--- config.mk ---
export PLATFORM = sky130hd
export DESIGN_NAME = uart_tx_fifo
export DESIGN_NICKNAME = d
export VERILOG_FILES = /design/src/rtl/uart_tx_fifo.sv
export SDC_FILE = /design/constraint.sdc
export NUM_CORES = 1
export LEC_CHECK = 0
export BUFFER_PORTS_ARGS = -buffer_cell sky130_fd_sc_hd__buf_4
export CAP_MARGIN = 20
export CORE_AREA = 2 2 149 151
export CTS_BUF_LIST = sky130_fd_sc_hd__clkbuf_8
export CTS_CLUSTER_SIZE = 16
export DETAILED_ROUTE_END_ITERATION = 7
export DIE_AREA = 0 0 151 153
export HOLD_SLACK_MARGIN = 0.12
export PLACE_DENSITY = 0.5
export SYNTH_ARGS = -nofsm -noshare
export SYNTH_HDL_FRONTEND = slang
export SYNTH_SLANG_ARGS = --single-unit
--- constraint.sdc ---
create_clock -name tx_clk -period 4.3 [get_ports tx_clk]
set_input_delay 0.43 -clock tx_clk [delete_from_list [all_inputs] [get_ports tx_clk]]
set_output_delay 0.43 -clock tx_clk [all_outputs]
set_load 0.01 [all_outputs]
--- src/rtl/uart_tx_fifo.sv ---
// rtl/uart_tx_fifo.sv - byte FIFO feeding a UART transmitter, releases paced one frame apart
module uart_tx_fifo #(
    parameter int DEPTH        = 16,
    parameter int FRAME_CYCLES = 10
) (
    input  logic                     tx_clk,
    input  logic                     rst_n,
    input  logic [7:0]               din,
    input  logic                     push,
    input  logic                     clr_ovf,
    output logic                     full,
    output logic                     empty,
    output logic [$clog2(DEPTH):0]   count,
    output logic                     overflow,
    output logic [7:0]               tx_data,
    output logic                     tx_en
);

    localparam int AW = $clog2(DEPTH);
    localparam int CW = AW + 1;
    localparam int GW = $clog2(FRAME_CYCLES);

    localparam logic [CW-1:0] DEPTH_C  = CW'(DEPTH);
    localparam logic [GW-1:0] GAP_LOAD = GW'(FRAME_CYCLES - 1);

    typedef enum logic {
        IDLE = 1'b0,
        BUSY = 1'b1
    } state_t;

    logic [7:0]    mem [DEPTH];

    state_t        state_q, state_d;
    logic [GW-1:0] gap_q, gap_d;
    logic [AW-1:0] wp_q, wp_d;
    logic [AW-1:0] rp_q, rp_d;
    logic [CW-1:0] count_q, count_d;
    logic          overflow_q, overflow_d;
    logic [7:0]    tx_data_q, tx_data_d;
    logic          tx_en_q, tx_en_d;

    logic          push_ok;
    logic          pop;

    assign full     = (count_q == DEPTH_C);
    assign empty    = (count_q == '0);
    assign count    = count_q;
    assign overflow = overflow_q;
    assign tx_data  = tx_data_q;
    assign tx_en    = tx_en_q;

    // A push while full is dropped even if a pop frees a slot on the same edge.
    assign push_ok = push && !full;

    always_comb begin
        state_d   = state_q;
        gap_d     = gap_q;
        rp_d      = rp_q;
        tx_data_d = tx_data_q;
        tx_en_d   = 1'b0;
        pop       = 1'b0;
        case (state_q)
            IDLE: begin
                if (!empty) begin
                    pop       = 1'b1;
                    tx_data_d = mem[rp_q];
                    tx_en_d   = 1'b1;
                    rp_d      = rp_q + AW'(1);
                    gap_d     = GAP_LOAD;
                    state_d   = BUSY;
                end
            end
            BUSY: begin
                gap_d = gap_q - GW'(1);
                if (gap_q == GW'(1)) begin
                    state_d = IDLE;
                end
            end
            default: begin
                state_d = IDLE;
            end
        endcase
    end

    always_comb begin
        wp_d       = wp_q;
        count_d    = count_q;
        overflow_d = overflow_q;
        if (push_ok) begin
            wp_d = wp_q + AW'(1);
        end
        if (push_ok && !pop) begin
            count_d = count_q + CW'(1);
        end else if (pop && !push_ok) begin
            count_d = count_q - CW'(1);
        end
        // Set takes priority over clear so a drop is never lost.
        if (push && full) begin
            overflow_d = 1'b1;
        end else if (clr_ovf) begin
            overflow_d = 1'b0;
        end
    end

    always_ff @(posedge tx_clk or negedge rst_n) begin
        if (!rst_n) begin
            state_q    <= IDLE;
            gap_q      <= '0;
            wp_q       <= '0;
            rp_q       <= '0;
            count_q    <= '0;
            overflow_q <= 1'b0;
            tx_data_q  <= 8'h00;
            tx_en_q    <= 1'b0;
        end else begin
            state_q    <= state_d;
            gap_q      <= gap_d;
            wp_q       <= wp_d;
            rp_q       <= rp_d;
            count_q    <= count_d;
            overflow_q <= overflow_d;
            tx_data_q  <= tx_data_d;
            tx_en_q    <= tx_en_d;
        end
    end

    always_ff @(posedge tx_clk) begin
        if (push_ok) begin
            mem[wp_q] <= din;
        end
    end

endmodule

==> impl_metrics.tcl <==
set metrics [dict create \
    cts_hold_buf 1 \
    design_area_um2 7190 \
    synth_area_um2 6310 \
    drv_cap 0 \
    syn-instance-count 337 \
    grt-ovfl-total 0 \
    wl_per_cell_um 19.5 \
    drtAntennaViolNets 0 \
    irDropWorstVdd_mv 0.275 \
    powerDensity_nw_per_um2 612 \
    wirelength_mm 13.1 \
    cp_slowest_cell "nor2b_1" \
    die-area_um2 23100 \
    r2r-start "count[0]" \
    clock_path_buffers 2 \
    grt_pass1_vias 3267 \
    p_leak_nw 2.51 \
    worst_ep_required_time_ps 4660 \
    core_um2 21500 \
    viasPerCell 4.65 \
    die-width_um 151 \
    switching_share_pct 31.5 \
    holdPathStages 2 \
    synth.ff_latch_count 156 \
    die_y_um 153 \
    nNetsFinal 403 \
    synth_enable_flop_cells 128 \
    syn_to_final_growth_pct 13.9 \
    setup.worst_path.start_class "register" \
    synth-xor-area-share_pct 1.67 \
    synth-simple-area-share_pct 4.60 \
    setup_viol 0 \
    async_reset_ff_share_pct 17.9 \
    critPathBufInv 1 \
    slew_headroom_pct 36.4 \
    period_minus_slack_ps 2940 \
    numCtsBuffers 17 \
    total_power_mw 4.40 \
    seq_area_frac_synth_pct 72.0 \
    dpl.cell_count 639 \
    rsz0062_at_grt "no" \
    pwr-share-comb_pct 27.7 \
    slew_violations 0 \
    max_stage_delay_ps 620 \
    path_class "register to register" \
    worst-r2r-cell-count 10 \
    critPathCaptureType "register" \
    clkTransAtPathRegs_ps 80 \
    reg2reg_to "count[4]" \
    synth_nets 361 \
    cts_tree "done" \
    p_clk_share_pct 22.9 \
    io_pins 29 \
    reg2reg_slack_ps 1360 \
    h-tree-depth 4 \
    status "finished, final reports clean" \
    switchingPower_mw 1.38 \
    drive_gt1_share_pct 26.7 \
    layout.cells.non_filler 670 \
    critPathTopFamily "simple AND/OR/NAND/NOR gates" \
    worstSkewPairLatency_ps 440 \
    yosys_warnings 0 \
    fmax_ghz 0.340 \
    drcViolationCount 0 \
    synth_area_per_cell_um2 18.7 \
    grt_usage_pct 12.1 \
    synth_top_family_by_area "multiplexers" \
    min_from "push" \
    crit_chain "nor4_4, and2_4, nor2b_1, ha_1, inv_1, ha_1, a21o_1, a21oi_1, mux2i_1, xnor2_1" \
    grt_pass1_wl_mm 20.0 \
    drtIter0Drc 239 \
    synthMuxAreaShare_pct 14.3 \
    hold_path_end "overflow" \
    vias 3116 \
    post-cts-setup-buffers 0 \
    dpl.hpwl_mm 8.34 \
    intPower_mw 3.01 \
    cts_root_buffer "clkbuf_8" \
    synthDistinctLibCells 34 \
    routabilityCongestion 0.762 \
    min_path_type "input pin to register" \
    rows 54 \
    finish.utilization_pct 33.5 \
    fin_crit_sh_pct 68.4 \
    grt_max_degree 34 \
    synthAdderAreaFrac_pct 2.50 \
    cts.sinks 156 \
    hold_viol 0 \
    tightest_slew_ps 950 \
    place_ws_ps 1340 \
    cp_max_fo 9 \
    place_area_um2 6830 \
    seqPwrFrac_pct 49.4 \
    path_common_cell "ha_1" \
    clock_skew_ps 11.4 \
    fill_cells 2085 \
    start_util_pct 29.4 \
    diodes 0 \
    synth_compound_gate_area_share_pct 2.28 \
    ys.flop_type "edfxtp_1" \
    port-buffer-count 28 \
    hold_ws_ps 232 \
    setup_ws_ps 1360 \
    first_pass_iters 8 \
    antenna_found_initial 0 \
    post_cts_resized 0 \
    arrival_ps 3300 \
    tns_ps 0 \
]
[per-layer routing]
metal,vias up,routed length (um),global-route usage [%]
li1,1388,-,-
met1,1655,6190,16.7
met2,67,6200,18.5
met3,6,541,3.82
met4,0,128,3.29
met5,-,0,0
[placed cells by master, fill, tap and decap left out, drive strengths merged, types with 8 or more instances in the layout]
cell    netlist  layout
buf          14      39
clkbuf        3      17
dfrtp        28      28
edfxtp      128     128
ha           11      11
inv          11      16
mux2i        18      18
mux4         32      32
nand2        25      25
nor2         15      15
o221ai        8       8
xnor2         9       9
[cell families (layout without fill, tap and decap cells)]
group / after synthesis / count (layout)
buf+inv: 28 / 81
mux: 50 / 50
fa+ha+maj: 12 / 12
simple gates: 58 / 58
compound gates: 21 / 21
flops: 156 / 156
xor+xnor: 12 / 12
[flip-flops by register name, indices dropped and copies added, names as in the netlist]
name	flops
mem	128
tx_data	8
count	5
gap_q	4
rp_q	4
wp_q	4
overflow	1
state_q	1
tx_en	1
[power groups by stage]
stage / Combinational (mW) / Clock (mW) / Sequential [mW]
global route: 1.33 / 1.11 / 2.22
finish: 1.22 / 1.01 / 2.17
CTS: 1.24 / 1.04 / 2.18
detailed placement: 1.23 / 0 / 2.22
floorplan: 0.988 / 0 / 2.05
global placement: 1.22 / 0 / 2.20
[synthesized netlist by cell type (7+ instances only)]
master	number	area share, %
nor2_1	15	0.89
edfxtp_1	128	61
ha_1	11	2.2
inv_1	9	0.54
xnor2_1	9	1.2
nor3_1	7	0.56
nand2_1	24	1.4
o221ai_1	8	1.1
mux4_2	32	11
buf_2	7	0.56
dfrtp_1	28	11
mux2i_1	18	2.9
[worst max path at each step]
stage	start	end	depth (start not counted)
6_report	count[0]	count[4]	10
5_1_grt	count[0]	count[4]	10
4_1_cts	count[0]	count[4]	10
3_5_place_dp	count[0]	count[4]	10
3_3_place_gp	count[0]	count[4]	10
2_1_floorplan	count[1]	count[4]	11
[area by class of cell]
class | instances | area, um2 | area share [%]
Sequential cell | 156 | 4550 | 63.3
Multi-Input combinational cell | 153 | 1600 | 22.2
Tap cell | 280 | 350 | 4.87
Timing Repair Buffer | 40 | 303 | 4.21
Clock buffer | 17 | 234 | 3.26
Clock inverter | 13 | 115 | 1.60
Inverter | 11 | 41.3 | 0.574
(Power assumes the default switching activity.)
